$ cat src/rtl/cyclic_encoder_llr.sv
// Systematic shortened-BCH encoder with a noiseless BPSK LLR image.
// A message is accepted in IDLE (or in DONE while the output retires).
// Parity is then built serially by an LFSR, one message bit per cycle, MSB first.
// The codeword {msg, parity} and its LLR lanes are registered and held until out_ready.
module cyclic_encoder_llr #(
  parameter int                WIDTH    = 8,
  parameter int                N_V      = 44,
  parameter int                K        = 26,
  parameter logic [N_V-K:0]    GEN_POLY = 19'h782CF,
  parameter int                LLR_MAG  = 7
) (
  input  logic                 clk,
  input  logic                 rst_n,
  input  logic                 in_valid,
  output logic                 in_ready,
  input  logic [K-1:0]         msg,
  output logic                 out_valid,
  input  logic                 out_ready,
  output logic [N_V-1:0]       codeword,
  output logic [WIDTH*N_V-1:0] all_llrs
);

  localparam int R     = N_V - K;
  localparam int CNT_W = (K > 1) ? $clog2(K) : 1;

  localparam logic [WIDTH-1:0] LLR_POS = WIDTH'(LLR_MAG);
  localparam logic [WIDTH-1:0] LLR_NEG = WIDTH'(-LLR_MAG);

  typedef enum logic [1:0] {
    S_IDLE,
    S_SHIFT,
    S_DONE
  } state_t;

  state_t               state_q, state_d;
  logic [K-1:0]         msg_q, msg_d;
  logic [R-1:0]         lfsr_q, lfsr_d;
  logic [CNT_W-1:0]     cnt_q, cnt_d;
  logic [N_V-1:0]       cw_q, cw_d;
  logic [WIDTH*N_V-1:0] llr_q, llr_d;
  logic                 out_valid_q, out_valid_d;

  logic                 accept;
  logic                 fb;
  logic [R-1:0]         lfsr_nxt;
  logic [N_V-1:0]       cw_nxt;
  logic [WIDTH*N_V-1:0] llr_nxt;

  // Next-state logic and the combinational handshake. in_ready is also
  // high in DONE when the consumer takes the output, so a new message can be
  // accepted on the same edge that the previous codeword retires.
  always_comb begin
    // NOTE: every signal driven here gets a default first, so no path through
    // the case statement leaves it unassigned and no latch is inferred.
    state_d  = state_q;
    in_ready = 1'b0;
    unique case (state_q)
      S_IDLE: begin
        in_ready = 1'b1;
        if (in_valid) state_d = S_SHIFT;
      end
      S_SHIFT: begin
        if (cnt_q == '0) state_d = S_DONE;
      end
      S_DONE: begin
        if (out_ready) begin
          in_ready = 1'b1;
          state_d  = in_valid ? S_SHIFT : S_IDLE;
        end
      end
      default: state_d = S_IDLE;
    endcase
  end

  assign accept = in_valid & in_ready;

  // One LFSR step: divide by g(x) with the current message bit fed into the top.
  always_comb begin
    fb       = msg_q[cnt_q] ^ lfsr_q[R-1];
    lfsr_nxt = {lfsr_q[R-2:0], 1'b0} ^ (fb ? GEN_POLY[R-1:0] : '0);
    cw_nxt   = {msg_q, lfsr_nxt};
    for (int i = 0; i < N_V; i++) begin
      llr_nxt[WIDTH*i +: WIDTH] = cw_nxt[i] ? LLR_NEG : LLR_POS;
    end
  end

  // Datapath next-state: latch on accept, shift while in SHIFT, register the
  // outputs on the last shift, drop out_valid when the output is taken.
  always_comb begin
    msg_d       = msg_q;
    lfsr_d      = lfsr_q;
    cnt_d       = cnt_q;
    cw_d        = cw_q;
    llr_d       = llr_q;
    out_valid_d = out_valid_q;
    if (accept) begin
      msg_d       = msg;
      lfsr_d      = '0;
      cnt_d       = CNT_W'(K - 1);
      out_valid_d = 1'b0;
    end else if (state_q == S_SHIFT) begin
      lfsr_d = lfsr_nxt;
      if (cnt_q == '0) begin
        cw_d        = cw_nxt;
        llr_d       = llr_nxt;
        out_valid_d = 1'b1;
      end else begin
        cnt_d = cnt_q - 1'b1;
      end
    end else if ((state_q == S_DONE) && out_ready) begin
      out_valid_d = 1'b0;
    end
  end

  // State register.
  always_ff @(posedge clk or negedge rst_n) begin
    // NOTE: sequential state uses non-blocking assignments so every register
    // samples the pre-edge values regardless of statement order.
    if (!rst_n) state_q <= S_IDLE;
    else        state_q <= state_d;
  end

  // Datapath registers; all are cleared so an aborted message leaves no trace.
  always_ff @(posedge clk or negedge rst_n) begin
    if (!rst_n) begin
      msg_q       <= '0;
      lfsr_q      <= '0;
      cnt_q       <= '0;
      cw_q        <= '0;
      llr_q       <= '0;
      out_valid_q <= 1'b0;
    end else begin
      msg_q       <= msg_d;
      lfsr_q      <= lfsr_d;
      cnt_q       <= cnt_d;
      cw_q        <= cw_d;
      llr_q       <= llr_d;
      out_valid_q <= out_valid_d;
    end
  end

  assign out_valid = out_valid_q;
  assign codeword  = cw_q;
  assign all_llrs  = llr_q;

endmodule

$ cat config.mk
export PLATFORM = sky130hd
export DESIGN_NAME = cyclic_encoder_llr
export DESIGN_NICKNAME = d
export VERILOG_FILES = /design/src/rtl/cyclic_encoder_llr.sv
export SDC_FILE = /design/constraint.sdc
export NUM_CORES = 1
export LEC_CHECK = 0
export ABC_AREA = 1
export BUFFER_PORTS_ARGS = -buffer_cell sky130_fd_sc_hd__buf_4
export CAP_MARGIN = 20
export CORE_AREA = 2 2 168 170
export CTS_BUF_LIST = sky130_fd_sc_hd__clkbuf_4 sky130_fd_sc_hd__clkbuf_8
export CTS_CLUSTER_DIAMETER = 120
export DETAILED_ROUTE_END_ITERATION = 10
export DIE_AREA = 0 0 170 172
export PLACE_DENSITY = 0.64
export SKIP_CTS_REPAIR_TIMING = 1
export SYNTH_ARGS = -nofsm -noshare
export SYNTH_HDL_FRONTEND = slang
export SYNTH_SLANG_ARGS = --single-unit
$ cat constraint.sdc
create_clock -name clk -period 2.6 [get_ports clk]
set_input_delay 0.52 -clock clk [delete_from_list [all_inputs] [get_ports clk]]
set_output_delay 0.52 -clock clk [all_outputs]
set_load 0.01 [all_outputs]
---- Word level (Yosys, flattened, before mapping) ----
Index checks and enable logic that the tools add are counted.
storage, ports and cells
  register bits ........................... 448
  latch bits .............................. 0
  bits in writable memories ............... 0
  ROM bits ................................ 0
  bits of input ports ..................... 30
  output and inout bits ................... 398
  logic and storage cells ................. 92
  memories kept ........................... 0
cells by class
  add/subtract/negate cells ............... 1
  $mul .................................... 0
  div/mod/pow operators ................... 0
  $lt $le $gt $ge ......................... 1
  equality and inequality tests ........... 7
  shift-type cells ........................ 0
  mux-type cells .......................... 63
  bitwise operators ....................... 4
  reduce and logical (&&, ||, !) cells .... 9
operators with widths
  kind                                                                          number
  8-bit two-way mux                                                             44
  18-bit two-way mux                                                            3
  18-bit bitwise XOR                                                            1
  5-bit two-way mux                                                             3
  2-bit != test, second input constant                                          4
  1-bit two-way mux                                                             7
  5-bit by 6-bit less-than comparator with 1-bit output, second input constant  1
  2-bit two-way mux                                                             3
  2-bit case mux with 3 select lines                                            1
  3-bit AND reduction                                                           2
  1-bit binary-select mux with 5-bit select                                     1
  5-bit logical NOT                                                             1
  5-bit by 1-bit subtractor with 5-bit output, second input constant            1
  2-bit AND reduction                                                           2
  3-bit != test, second input constant                                          1
  3-bit nonzero test                                                            1
  2-bit by 1-bit == test with 1-bit output, second input constant               1
  2-bit == test, second input constant                                          1
  2-bit logical NOT                                                             1
  1-bit case mux with 2 select lines                                            1
  2-bit nonzero test                                                            1
  1-bit bitwise AND                                                             1
  1-bit logical AND                                                             1
  1-bit inverter                                                                1
  1-bit bitwise XOR                                                             1

---- Longest topological paths before layout ----
  depth in word-level cells ............... 7
  gate-level depth with buffers ........... 14
  mapped depth without buffers ............ 11

---- Worst setup path before layout ----
OpenSTA, ideal clock, no wires.
  path kind ............................... reg2reg
  start ................................... reg cnt_q[0]
  end ..................................... reg cw_q[37], in the netlist codeword[37]
  setup time .............................. 0.132 ns
  arrival ................................. 1.733 ns
  required time ........................... 2.468 ns
  setup slack ............................. 0.735 ns
  cell stages (with the launch flop) ...... 14
  buffers on the path ..................... 4
  clock period less this slack ............ 1.865 ns
  path through ............................ dfrtp_1 -> buf_6 -> inv_6 -> buf_12 -> ha_1 -> inv_1 -> nor3_1 -> nand2_1 -> nor2_1 -> inv_1 -> buf_2 -> clkbuf_1 -> nand2_1 -> o21ai_0
between the ends
  word-level cells in the longest chain between the ends .. 2
ends and longest elaborated chain
  item                           line  source
  from (decl)                    38    logic [CNT_W-1:0] cnt_q, cnt_d;
  from (signal assigned)         135   cnt_q <= cnt_d;
  5-bit logical NOT              103   if (cnt_q == '0) begin
  3-bit AND reduction (no line)  n/a
  to (signal assigned)           136   cw_q <= cw_d;
  to (decl)                      39    logic [N_V-1:0] cw_q, cw_d;
Every way passes these cells.
A chain may end at the register's enable or synchronous reset.

---- Final worst setup path ----
  start ................................... reg cnt_q[1]
  end ..................................... reg cw_q[38], in the netlist codeword[38]
Same word-level chain as after synthesis.

==> impl_metrics.sql <==
INSERT INTO impl_metrics (metric_group, metric, value, unit) VALUES
('synth', 'netlist-cell-type-count', '31', ''),
('detailed_routing', 'route.antenna.remaining_nets', '0', ''),
('detailed_routing', 'wl_per_cell', '14.6', 'um'),
('global_route', 'number_of_antenna_violations_at_the_first_check_in_global_routing', '0', ''),
('final_layout', 'final_cell_mix', '434 x sky130_fd_sc_hd__buf_4, 193 x sky130_fd_sc_hd__nand2_1, 141 x sky130_fd_sc_hd__dfrtp_1', ''),
('global_route', 'grt_util_all_layers', '13.0', '%'),
('detailed_routing', 'firstDrtPassIters', '4', ''),
('synth', 'ys_dominant_reg_cell', 'sky130_fd_sc_hd__dfrtp_1', ''),
('setup_path', 'class_of_the_most_critical_setup_path', 'register to register', ''),
('synth', 'mappedNetlistArea', '8300', 'um2'),
('sta', 'worst_slew_pin_slew', '0.525', 'ns'),
('setup_path', 'regToRegEndpoint', 'codeword[38]$_DFFE_PN0P_', ''),
('global_route', 'grt_first_pass_wirelength', '29.1', 'mm'),
('detailed_routing', 'routed_wl', '20.7', 'mm'),
('detailed_routing', 'dr_total_vias', '5969', ''),
('power', 'net-switching-power', '6.38', 'mW'),
('power', 'combinational_cell_fraction_of_total_power', '57.5', '%'),
('setup_path', 'critical_path.startpoint', 'cnt_q[1]$_DFFE_PN0P_', ''),
('setup_path', 'reg2reg_from', 'cnt_q[1]$_DFFE_PN0P_', ''),
('synth', 'sequential_to_total_area_share_from_yosys_stat', '42.5', '%'),
('final_layout', 'fillerInstances', '2845', ''),
('sta', 'fin_crit_sh', '83.8', '%'),
('floorplan', 'die_area', '29200', 'um2'),
('final_layout', 'antenna_cells', '0', ''),
('synth', 'yosys_register_bits', '141', ''),
('synth', 'synth_warnings', '0', ''),
('sta', 'achievable-frequency', '0.459', 'GHz'),
('power', 'clk_network_pwr_share', '12.5', '%'),
('clock_tree', 'clock_path_buffers', '2', ''),
('synth', 'synth_top_area_cell', 'sky130_fd_sc_hd__dfrtp_1', ''),
('floorplan', 'initial_core_util', '30.2', '%'),
('global_route', 'grt_pass1_vias', '5112', ''),
('detailed_routing', 'number_of_vias_per_cell_after_detailed_routing', '4.22', ''),
('job', 'max-cap-violations', '0', ''),
('synth', 'yosysTopAreaCellShare', '42.5', '%'),
('final_layout', 'final_net_count', '1089', ''),
('floorplan', 'die_y', '172', 'um'),
('synth', 'synthesis.instances', '942', ''),
('clock_tree', 'clk_transition_reported_paths', '0.08', 'ns'),
('setup_path', 'r2r_setup_slack', '0.42', 'ns'),
('detailed_routing', 'drcViolationCount', '0', ''),
('setup_path', 'worst-r2r-cell-count', '10', ''),
('clock_tree', 'cts-buffers-inserted', '17', ''),
('setup_path', 'critical_path.endpoint', 'codeword[38]$_DFFE_PN0P_', ''),
('power', 'totalPowerFinal', '14.4', 'mW'),
('clock_tree', 'cts_tree', 'yes', ''),
('status', 'run_status', 'complete, no violations', ''),
('power', 'p_sw_share', '44.2', '%'),
('setup_path', 'worst_ep_arrival_time', '2.51', 'ns'),
('sta', 'timing.max_slew.rel_slack', '64.9', '%'),
('clock_tree', 'htreeDepth', '4', ''),
('sta', 'final-max-slew-violation-count', '0', ''),
('global_route', 'grt_start_max_net_pins', '67', ''),
('placement', 'dp_hpwl', '15.4', 'mm'),
('synth', 'avg_cell_area_syn', '8.81', 'um2'),
('clock_tree', 'cts_root_buf', 'sky130_fd_sc_hd__clkbuf_8', ''),
('final_layout', 'drive_above_1_share', '48.2', '%'),
('placement', 'place_congestion', '0.725', ''),
('floorplan', 'die_width', '170', 'um'),
('floorplan', 'floorplan.io_pins', '428', ''),
('synth', 'synth-edff-count', '0', ''),
('synth', 'yosys-top-cells-area', 'sky130_fd_sc_hd__dfrtp_1 43%, sky130_fd_sc_hd__buf_4 28%, sky130_fd_sc_hd__nand2_1 8.7%', ''),
('detailed_routing', 'dr.first_iter.drc_count', '325', ''),
('power', 'power_density', '1450', 'nW/um2'),
('final_layout', 'layout_commonest_cell', 'sky130_fd_sc_hd__buf_4', ''),
('power', 'max-vdd-ir-drop', '0.439', 'mV'),
('setup_path', 'required', '2.93', 'ns'),
('sta', 'finalHoldViolCount', '0', ''),
('synth', 'synth_async_sr_flop_share', '100', '%'),
('sta', 'grt_setup_unrepaired', 'no', ''),
('floorplan', 'rows', '61', '');
[worst min path at each step]
| stage | from | endpoint | slack [ns] | depth (start not counted) |
|---|---|---|---|---|
| after floorplan | rst_n | all_llrs[106]$_DFFE_PN0P_ | 0.22 | 0 |
| after global placement | msg_q[0]$_DFFE_PN0P_ | all_llrs[146]$_DFFE_PN0P_ | 0.44 | 1 |
| after detailed placement | msg_q[4]$_DFFE_PN0P_ | all_llrs[178]$_DFFE_PN0P_ | 0.45 | 1 |
| after CTS | rst_n | codeword[29]$_DFFE_PN0P_ | -0.02 | 1 |
| after global routing | out_ready | state_q[1]$_DFFE_PN0P_ | 0.23 | 2 |
| final | out_ready | state_q[1]$_DFFE_PN0P_ | 0.25 | 2 |
[metrics by stage]
stage / cells / hold WS [ns] / setup WS, ns / instance area, um2 / util, %
after floorplan: 942 / 0.224 / 0.735 / 8300 / -
after CTS: 1415 / -0.0225 / 0.417 / 9940 / 36.2
after detailed placement: 1384 / 0.450 / 0.433 / 9540 / 34.7
after global placement: 1384 / 0.442 / 0.505 / 9540 / 34.7
final: 1416 / 0.251 / 0.422 / 9950 / 36.2
after global routing: 1416 / 0.232 / 0.190 / 9950 / 36.2
[area by class of cell]
cell class                 count  area [um2]  area share (%)
inverter                      51         199            2.00
timing repair buffer         439        3340            33.6
sequential                   141        3530            35.5
clock buffer                  19         262            2.63
tap                          346         433            4.35
clock inverter                12         135            1.36
multi-input combinational    408        2050            20.6
[cells by family (layout without fill, tap and decap cells)]
kind of cell	Yosys count	after routing	share of synthesized area (%)
compound gates	110	110	7.22
fa+ha+maj	1	1	0.151
buf+inv	393	521	32.8
flops	141	141	42.5
simple gates	297	297	17.3
[synthesized netlist by cell type (2+ instances only)]
master	n
sky130_fd_sc_hd__buf_4	309
sky130_fd_sc_hd__nand2_1	193
sky130_fd_sc_hd__dfrtp_1	141
sky130_fd_sc_hd__o21ai_0	91
sky130_fd_sc_hd__nand3_1	60
sky130_fd_sc_hd__inv_1	46
sky130_fd_sc_hd__nand3_2	25
sky130_fd_sc_hd__clkbuf_1	17
sky130_fd_sc_hd__buf_2	8
sky130_fd_sc_hd__o22ai_1	7
sky130_fd_sc_hd__inv_2	4
sky130_fd_sc_hd__nor2_1	4
sky130_fd_sc_hd__a21oi_1	3
sky130_fd_sc_hd__buf_12	3
sky130_fd_sc_hd__buf_6	3
sky130_fd_sc_hd__nand2_2	3
sky130_fd_sc_hd__nand2_4	3
sky130_fd_sc_hd__o211ai_2	3
sky130_fd_sc_hd__o21a_1	3
sky130_fd_sc_hd__buf_1	2
sky130_fd_sc_hd__nand3_4	2
sky130_fd_sc_hd__nor3_1	2
sky130_fd_sc_hd__nor3b_1	2
[worst max-delay path, cell delays in order (launching register included)]
cell                      delay (ns)
sky130_fd_sc_hd__dfrtp_1        0.49
sky130_fd_sc_hd__inv_2          0.20
sky130_fd_sc_hd__ha_1           0.17
sky130_fd_sc_hd__inv_1          0.06
sky130_fd_sc_hd__nor3_1         0.21
sky130_fd_sc_hd__nand2_1        0.12
sky130_fd_sc_hd__nor2_2         0.17
sky130_fd_sc_hd__inv_4          0.21
sky130_fd_sc_hd__buf_12         0.25
sky130_fd_sc_hd__nand2_1        0.08
sky130_fd_sc_hd__o21ai_0        0.07
[power groups by stage]
stage	registers, mW	logic, mW	clock network [mW]
detailed placement	4.39	8.41	0
finish	4.32	8.30	1.81
floorplan	4.35	6.42	0
CTS	4.36	8.43	1.87
global route	4.51	9.09	1.96
global placement	4.36	8.30	0
[sequential cells by signal, indices dropped and copies added (netlist names)]
name,count
state_q,2
all_llrs,46
cnt_q,5
lfsr_q,18
out_valid,1
msg_q,26
codeword,43
[per-layer routing]
metal,routed length (um),global-route usage [%]
met5,0,0
met4,237,3.79
met3,1370,3.16
met2,10100,21.8
met1,9000,16.7
Note: power is estimated with default switching activity, not from simulation.
